[src/rtl/cpu_run_pkg.sv]
// Shared types and helpers for the CPU run/reset sequencer.
package cpu_run_pkg;

  typedef enum logic [2:0] {
    IDLE      = 3'd0,
    HOLD      = 3'd1,
    RELEASE   = 3'd2,
    RUN       = 3'd3,
    STEP_WAIT = 3'd4,
    DONE      = 3'd5
  } run_state_t;

  // Stage timer must hold the larger of the hold time and the release gap.
  function automatic int unsigned timer_w(input int unsigned hold, input int unsigned gap);
    return $clog2(((hold > gap) ? hold : gap) + 1);
  endfunction

endpackage

[src/rtl/cpu_run_ctrl_if.sv]
// Control/status bundle between a host (master) and the run sequencer (slave).
interface cpu_run_ctrl_if #(
  parameter int unsigned N_RST = 2,
  parameter int unsigned CNT_W = 32
) ();

  logic             start;
  logic             stop;
  logic             step_mode;
  logic             step;
  logic [N_RST-1:0] rst_out;
  logic             cpu_en;
  logic [CNT_W-1:0] cycle_cnt;
  logic             done;
  logic [2:0]       state_o;

  modport master (
    output start, stop, step_mode, step,
    input  rst_out, cpu_en, cycle_cnt, done, state_o
  );

  modport slave (
    input  start, stop, step_mode, step,
    output rst_out, cpu_en, cycle_cnt, done, state_o
  );

endinterface

[src/rtl/cpu_run_ctrl_stage_timer.sv]
// Loadable down-counter; expire_c is high during the last cycle of a loaded interval.
module cpu_run_ctrl_stage_timer #(
  parameter int unsigned W = 8
) (
  input  logic         clk,
  input  logic         reset,
  input  logic         load,
  input  logic [W-1:0] value,
  output logic         expire_c
);

  logic [W-1:0] cnt;

  always_ff @(posedge clk or posedge reset) begin
    if (reset) begin
      cnt <= '0;
    end else if (load) begin
      cnt <= value;
    end else if (cnt != '0) begin
      cnt <= cnt - W'(1);
    end
  end

  // A load of V yields exactly V cycles before the FSM acts on expiry.
  assign expire_c = (cnt == W'(1));

endmodule

[src/rtl/cpu_run_ctrl.sv]
// Run/reset sequencer: staged release of downstream resets, then gated CPU clock enable.
module cpu_run_ctrl
  import cpu_run_pkg::*;
#(
  parameter int unsigned N_RST       = 2,
  parameter int unsigned HOLD_CYCLES = 100,
  parameter int unsigned STAGE_GAP   = 4,
  parameter int unsigned RUN_LIMIT   = 1000,
  parameter int unsigned CNT_W       = 32
) (
  input logic           clk,
  input logic           reset,
  cpu_run_ctrl_if.slave bus
);

  localparam int unsigned TMR_W = timer_w(HOLD_CYCLES, STAGE_GAP);
  localparam int unsigned IDX_W = $clog2(N_RST + 1);

  run_state_t       state, state_nxt;
  logic [N_RST-1:0] rst_q, rst_nxt;
  logic             cpu_en_q, cpu_en_nxt;
  logic             done_q;
  logic [CNT_W-1:0] cnt_q;
  logic             cnt_clr;
  logic [IDX_W-1:0] idx_q, idx_nxt;
  logic             step_q;
  logic             step_rise_c;
  logic             limit_hit_c;
  logic             go_c;
  logic             tmr_load;
  logic [TMR_W-1:0] tmr_value;
  logic             tmr_expire_c;

  cpu_run_ctrl_stage_timer #(.W(TMR_W)) u_stage_timer (
    .clk      (clk),
    .reset    (reset),
    .load     (tmr_load),
    .value    (tmr_value),
    .expire_c (tmr_expire_c)
  );

  assign step_rise_c = bus.step & ~step_q;
  assign go_c        = bus.start & ~bus.stop;
  // Current enabled cycle is the last one allowed by the limit.
  assign limit_hit_c = (RUN_LIMIT != 0) && cpu_en_q &&
                       ((64'(cnt_q) + 64'd1) >= 64'(RUN_LIMIT));

  // Next-state and next-output decode
  always_comb begin
    state_nxt  = state;
    rst_nxt    = rst_q;
    cpu_en_nxt = 1'b0;
    cnt_clr    = 1'b0;
    idx_nxt    = idx_q;
    tmr_load   = 1'b0;
    tmr_value  = TMR_W'(STAGE_GAP);

    case (state)
      IDLE, DONE: begin
        if (go_c) begin
          state_nxt = HOLD;
          rst_nxt   = '1;
          cnt_clr   = 1'b1;
          tmr_load  = 1'b1;
          tmr_value = TMR_W'(HOLD_CYCLES);
        end
      end
      HOLD: begin
        if (bus.stop) begin
          state_nxt = IDLE;
          rst_nxt   = '1;
        end else if (tmr_expire_c) begin
          state_nxt  = RELEASE;
          rst_nxt[0] = 1'b0;
          idx_nxt    = IDX_W'(1);
          tmr_load   = 1'b1;
        end
      end
      RELEASE: begin
        if (bus.stop) begin
          state_nxt = IDLE;
          rst_nxt   = '1;
        end else if (tmr_expire_c) begin
          if (idx_q == IDX_W'(N_RST)) begin
            state_nxt  = bus.step_mode ? STEP_WAIT : RUN;
            cpu_en_nxt = ~bus.step_mode;
          end else begin
            for (int unsigned i = 0; i < N_RST; i++) begin
              if (idx_q == IDX_W'(i)) rst_nxt[i] = 1'b0;
            end
            idx_nxt  = idx_q + IDX_W'(1);
            tmr_load = 1'b1;
          end
        end
      end
      RUN: begin
        if (bus.stop || limit_hit_c) begin
          state_nxt = DONE;
        end else if (bus.step_mode) begin
          state_nxt = STEP_WAIT;
        end else begin
          cpu_en_nxt = 1'b1;
        end
      end
      STEP_WAIT: begin
        if (bus.stop || limit_hit_c) begin
          state_nxt = DONE;
        end else if (!bus.step_mode) begin
          // A coincident step edge is absorbed into the first RUN cycle.
          state_nxt  = RUN;
          cpu_en_nxt = 1'b1;
        end else begin
          cpu_en_nxt = step_rise_c;
        end
      end
      default: begin
        state_nxt = IDLE;
        rst_nxt   = '1;
      end
    endcase
  end

  always_ff @(posedge clk or posedge reset) begin
    if (reset) begin
      state <= IDLE;
    end else begin
      state <= state_nxt;
    end
  end

  // Registered outputs and datapath
  always_ff @(posedge clk or posedge reset) begin
    if (reset) begin
      rst_q    <= '1;
      cpu_en_q <= 1'b0;
      done_q   <= 1'b0;
      cnt_q    <= '0;
      idx_q    <= '0;
      step_q   <= 1'b0;
    end else begin
      rst_q    <= rst_nxt;
      cpu_en_q <= cpu_en_nxt;
      done_q   <= (state_nxt == DONE);
      idx_q    <= idx_nxt;
      step_q   <= bus.step;
      if (cnt_clr) begin
        cnt_q <= '0;
      end else if (cpu_en_q && (cnt_q != '1)) begin
        cnt_q <= cnt_q + CNT_W'(1);
      end
    end
  end

  assign bus.rst_out   = rst_q;
  assign bus.cpu_en    = cpu_en_q;
  assign bus.cycle_cnt = cnt_q;
  assign bus.done      = done_q;
  assign bus.state_o   = state;

endmodule

[src/flat_wrapper.sv]
// flat-port wrapper written by rule: the top's interface ports become plain ports
module cpu_run_ctrl_flat import cpu_run_pkg::*;
#(
  parameter int unsigned N_RST       = 2,
  parameter int unsigned HOLD_CYCLES = 100,
  parameter int unsigned STAGE_GAP   = 4,
  parameter int unsigned RUN_LIMIT   = 1000,
  parameter int unsigned CNT_W       = 32
)
  (clk, reset, bus_start, bus_stop, bus_step_mode, bus_step, bus_rst_out, bus_cpu_en, bus_cycle_cnt, bus_done, bus_state_o);
  cpu_run_ctrl_if #(.N_RST(N_RST), .CNT_W(CNT_W)) bus_i ();
  input logic clk;
  input logic reset;
  input wire logic [$bits(bus_i.start)-1:0] bus_start;
  input wire logic [$bits(bus_i.stop)-1:0] bus_stop;
  input wire logic [$bits(bus_i.step_mode)-1:0] bus_step_mode;
  input wire logic [$bits(bus_i.step)-1:0] bus_step;
  output wire logic [$bits(bus_i.rst_out)-1:0] bus_rst_out;
  output wire logic [$bits(bus_i.cpu_en)-1:0] bus_cpu_en;
  output wire logic [$bits(bus_i.cycle_cnt)-1:0] bus_cycle_cnt;
  output wire logic [$bits(bus_i.done)-1:0] bus_done;
  output wire logic [$bits(bus_i.state_o)-1:0] bus_state_o;
  assign bus_i.start = bus_start;
  assign bus_i.stop = bus_stop;
  assign bus_i.step_mode = bus_step_mode;
  assign bus_i.step = bus_step;
  assign bus_rst_out = bus_i.rst_out;
  assign bus_cpu_en = bus_i.cpu_en;
  assign bus_cycle_cnt = bus_i.cycle_cnt;
  assign bus_done = bus_i.done;
  assign bus_state_o = bus_i.state_o;
  cpu_run_ctrl #(.N_RST(N_RST), .HOLD_CYCLES(HOLD_CYCLES), .STAGE_GAP(STAGE_GAP), .RUN_LIMIT(RUN_LIMIT), .CNT_W(CNT_W)) u_core (.clk(clk), .reset(reset), .bus(bus_i));
endmodule
[config.mk]
export PLATFORM = sky130hd
export DESIGN_NAME = cpu_run_ctrl_flat
export DESIGN_NICKNAME = d
export VERILOG_FILES = /design/src/rtl/cpu_run_pkg.sv /design/src/rtl/cpu_run_ctrl_if.sv /design/src/rtl/cpu_run_ctrl_stage_timer.sv /design/src/rtl/cpu_run_ctrl.sv /design/src/flat_wrapper.sv
export SDC_FILE = /design/constraint.sdc
export NUM_CORES = 1
export LEC_CHECK = 0
export BUFFER_PORTS_ARGS = -buffer_cell sky130_fd_sc_hd__buf_2
export CAP_MARGIN = 20
export CORE_UTILIZATION = 54
export CTS_BUF_LIST = sky130_fd_sc_hd__clkbuf_4 sky130_fd_sc_hd__clkbuf_8
export DETAILED_ROUTE_END_ITERATION = 10
export GPL_TIMING_DRIVEN = 0
export MAX_ROUTING_LAYER = met4
export PLACE_DENSITY = 0.79
export SLEW_MARGIN = 20
export SYNTH_ARGS = -nofsm -noshare
export SYNTH_HDL_FRONTEND = slang
export SYNTH_SLANG_ARGS = --single-unit
[constraint.sdc]
create_clock -name clk -period 2.85 [get_ports clk]
set_input_delay 0.285 -clock clk [delete_from_list [all_inputs] [get_ports clk]]
set_output_delay 0.285 -clock clk [all_outputs]
set_load 0.005 [all_outputs]
==> run_results.csv <==
group,metric,value,unit
critical_path,crit_fanout,9,
global_routing,antenna_found_initial,0,
power,power.total,1.642,mW
place,post-dp-hpwl,5528,um
floorplan,initial_core_util,56.13,%
critical_path,cp_top_family,"simple AND/OR/NAND/NOR gates",
global_routing,grt_pass1_wl,12850,um
floorplan,core_area,5921,um2
finish,fin_area,3909,um2
place,numPortBuffers,44,
critical_path,cp.required,3020,ps
place,dpl.cell_count,514,
critical_path,cpPeakStageDelay,560,ps
detailed_routing,first_pass_iters,6,
finish,nNetsFinal,460,
critical_path,crit_path_end_kind,"flip-flop",
place,dpl-instance-area,3657,um2
sta,finalSetupViolations,0,
synth,synth_flop_cell,"dfrtp_1",
sta,worstMarginPinSlew,714.0,ps
min_path,whs_path_depth,1,
sta,clock.fmax,0.3719,GHz
critical_path,worstRegToRegCells,8,
floorplan,dieArea,6471,um2
finish,layout-drive-gt1-share,20.98,%
critical_path,path_common_cell,"nor4_4",
floorplan,ios,45,
finish,stdcell_count,523,
global_routing,grt_pass1_vias,2898,
detailed_routing,drt_iter0_drc,159,
min_path,min_from,"bus_step",
status,status,"finished, final reports clean",
finish,fillers,484,
critical_path,path_cells,"and3_1, nand4_1, nor4_4, xor2_1, or4_4, nor4_4, buf_4, o31ai_1",
sta,max_slew_margin,51.17,%
synth,ys_seq_elements,49,
clock_network,numClockSinks,49,
detailed_routing,finalWirelength,7730,um
clock_network,cts_max_path_buffers,2,
detailed_routing,wl_per_cell,14.78,um
clock_network,cts_buffers,5,
place,gp_congestion,0.9064,
synth,syn-num-nets,407,
critical_path,critPathKind,"reg2reg",
floorplan,std_cell_rows,28,
sta,rsz0062_at_grt,"no",
clock_network,cts_tree,"built",
sta,finalSetupTns,0,ps
finish,diodes,0,
clock_network,cts_root_buffer,"clkbuf_8",
floorplan,fp.dieW,80.45,um
sta,post-route-period-util,94.34,%
synth,yosysUniqueCellTypes,59,
critical_path,cpMaxStageDelayCell,"or4_4",
sta,finalClockSkew,11.61,ps
power,peakVddDrop,280.3,uV
global_routing,grt_max_degree,31,
synth,synth-edff-count,0,
power,powerDensity,420.1,nW/um2
finish,syn_to_final_growth,17.62,%
critical_path,reg2reg_from,"u_core.bus.cycle_cnt[23]$_DFFE_PP0P_",
sta,hold_slack,100.8,ps
critical_path,critPathBufInv,1,
critical_path,cp.arrival,2860,ps
clock_network,clk_latency,300,ps
critical_path,rr_endpoint,"u_core.bus.done$_DFF_PP0_",
critical_path,r2r_slack,160,ps
sta,slew_viol_final,0,
clock_network,ctsHtreeMaxLevel,2,
job,cap_viol_max_count,0,
synth,async_reset_ff_share,100.0,%
min_path,min_to,"u_core.step_q$_DFF_PP0_",
synth,ys_warn_count,0,
sta,min_period,2689,ps
detailed_routing,viasPerCell,5.824,
sta,finalHoldViolations,0,
synth,synth-seq-area-share,36.97,%
clock_network,clk_pin_slew,100,ps
floorplan,die_y,80.45,um
synth,netlist_area,3323,um2
detailed_routing,dr_total_vias,3046,
critical_path,cp-start-kind,"flip-flop",
global_routing,grt_usage,25.77,%
detailed_routing,antenna_left,0,
detailed_routing,drc,0,
power,p_leak,1.779,nW
global_routing,grt_overflow,0,
min_path,hp-class,"in2reg",
synth,avgSynthCellArea,8.434,um2
synth,syn_inst,394,
-- logic make-up (layout without fill, tap and decap cells) --
kind of cell	count (synthesis)	count (layout)	synth area share [%]
AND/OR/NAND/NOR	187	187	29.59
adder cells (fa/ha/maj)	8	8	2.937
flip-flops	49	49	36.97
multiplexers	6	6	1.845
buffers and inverters	39	93	5.083
AO/OA/AOI/OAI	65	65	13.03
XOR/XNOR	40	40	10.54
-- Yosys cell counts, types with 5 or more instances --
master | count | area share, %
a21oi_1 | 13 | 2.0
clkbuf_1 | 16 | 1.8
nor3_1 | 16 | 2.4
inv_1 | 13 | 1.5
xor2_1 | 21 | 5.5
nor2_1 | 53 | 6.0
buf_2 | 5 | 0.75
and3_1 | 8 | 1.5
nand2_1 | 35 | 4.0
ha_1 | 7 | 2.6
nor4_1 | 5 | 0.94
nand3_1 | 12 | 1.8
xnor2_1 | 19 | 5.0
nand4_1 | 15 | 2.8
mux2i_1 | 5 | 1.5
o21ai_0 | 15 | 2.3
nor2b_1 | 5 | 0.94
dfrtp_1 | 47 | 35
or3_1 | 5 | 0.94
-- where the power goes --
group          leakage [nW]  switching [mW]  internal, mW  total, mW
registers             0.646          0.0597         0.760      0.819
clock network        0.0574           0.240         0.286      0.526
logic                  1.08           0.174         0.123      0.297
total                  1.78           0.474          1.17       1.64
-- cell usage in the layout (no fill, tap or decap), types with 6 or more instances in the layout --
cell type / count
and3_1: 8
nor2_1: 53
clkbuf_1: 12
dfrtp_1: 44
xor2_1: 21
inv_1: 12
nand2_1: 34
xnor2_1: 19
nor3_1: 14
buf_4: 8
o21ai_0: 15
nand3_1: 11
buf_2: 46
a21oi_1: 13
clkbuf_8: 6
nand4_1: 15
ha_1: 7
-- state kept, by name (all words and copies together), names as in the netlist --
name and count:
u_core.bus.cpu_en 1, u_core.u_stage_timer.cnt 7, u_core.step_q 1, u_core.bus.done 1
u_core.bus.state_o 3, u_core.idx_q 2, u_core.bus.cycle_cnt 32, u_core.bus.rst_out 2
-- worst reg2reg max path, cell delays in order (launching register included) --
cell	delay [ps]
dfrtp_1	550
and3_1	290
nand4_1	230
nor4_4	310
xor2_1	110
or4_4	560
nor4_4	270
buf_4	180
o31ai_1	80
-- final cells by class --
| type | instances | area [um2] | area share, % |
|---|---|---|---|
| flip-flops and latches | 49 | 1232 | 31.53 |
| well taps | 75 | 93.84 | 2.401 |
| clock inverters | 2 | 37.54 | 0.9603 |
| inverters | 13 | 48.80 | 1.248 |
| repair buffers | 50 | 280.3 | 7.170 |
| plain buffers | 22 | 115.1 | 2.945 |
| multi-input cells | 306 | 2018 | 51.63 |
| clock buffers | 6 | 82.58 | 2.113 |
-- per-layer routing --
| layer | up-vias | GRT usage [%] | share of wire (%) |
|---|---|---|---|
| met2 | 73 | 45.08 | 51 |
| met1 | 1462 | 30.86 | 45 |
| met4 | 0 | 6.429 | 0.52 |
| met5 | - | - | 0 |
| li1 | 1507 | - | - |
| met3 | 4 | 4.091 | 4.0 |
-- metrics by stage --
stage	setup slack, ps	util, %
final	161.2	66.02
after CTS	16.82	65.28
after global routing	34.67	66.02
after global placement	-431.2	61.43
after floorplan	160.6	-
after detailed placement	-434.9	61.77
-- worst max-delay path by stage --
stage	endpoint	slack, ps	cells past startpoint	startpoint
final	u_core.bus.done$_DFF_PP0_	160	8	u_core.bus.cycle_cnt[23]$_DFFE_PP0P_
after global routing	u_core.bus.state_o[0]$_DFF_PP0_	30	8	u_core.bus.cycle_cnt[23]$_DFFE_PP0P_
after CTS	u_core.bus.cpu_en$_DFF_PP0_	20	8	u_core.bus.cycle_cnt[7]$_DFFE_PP0P_
after detailed placement	u_core.bus.cycle_cnt[30]$_DFFE_PP0P_	-430	9	u_core.bus.cycle_cnt[0]$_DFFE_PP0P_
after global placement	u_core.bus.cycle_cnt[30]$_DFFE_PP0P_	-430	9	u_core.bus.cycle_cnt[0]$_DFFE_PP0P_
after floorplan	u_core.bus.done$_DFF_PP0_	160	7	u_core.bus.cycle_cnt[0]$_DFFE_PP0P_
-- what timing repair did --
item                                   in CTS  in global routing
gates resized for setup                    11                 11
setup buffers                               3                  1
setup endpoints to repair                  37                 18
hold buffers                                1                  0
pin swaps                                   2                  2
endpoints found under the hold margin      19                  0
No activity file was read; power rests on OpenSTA's default activity.
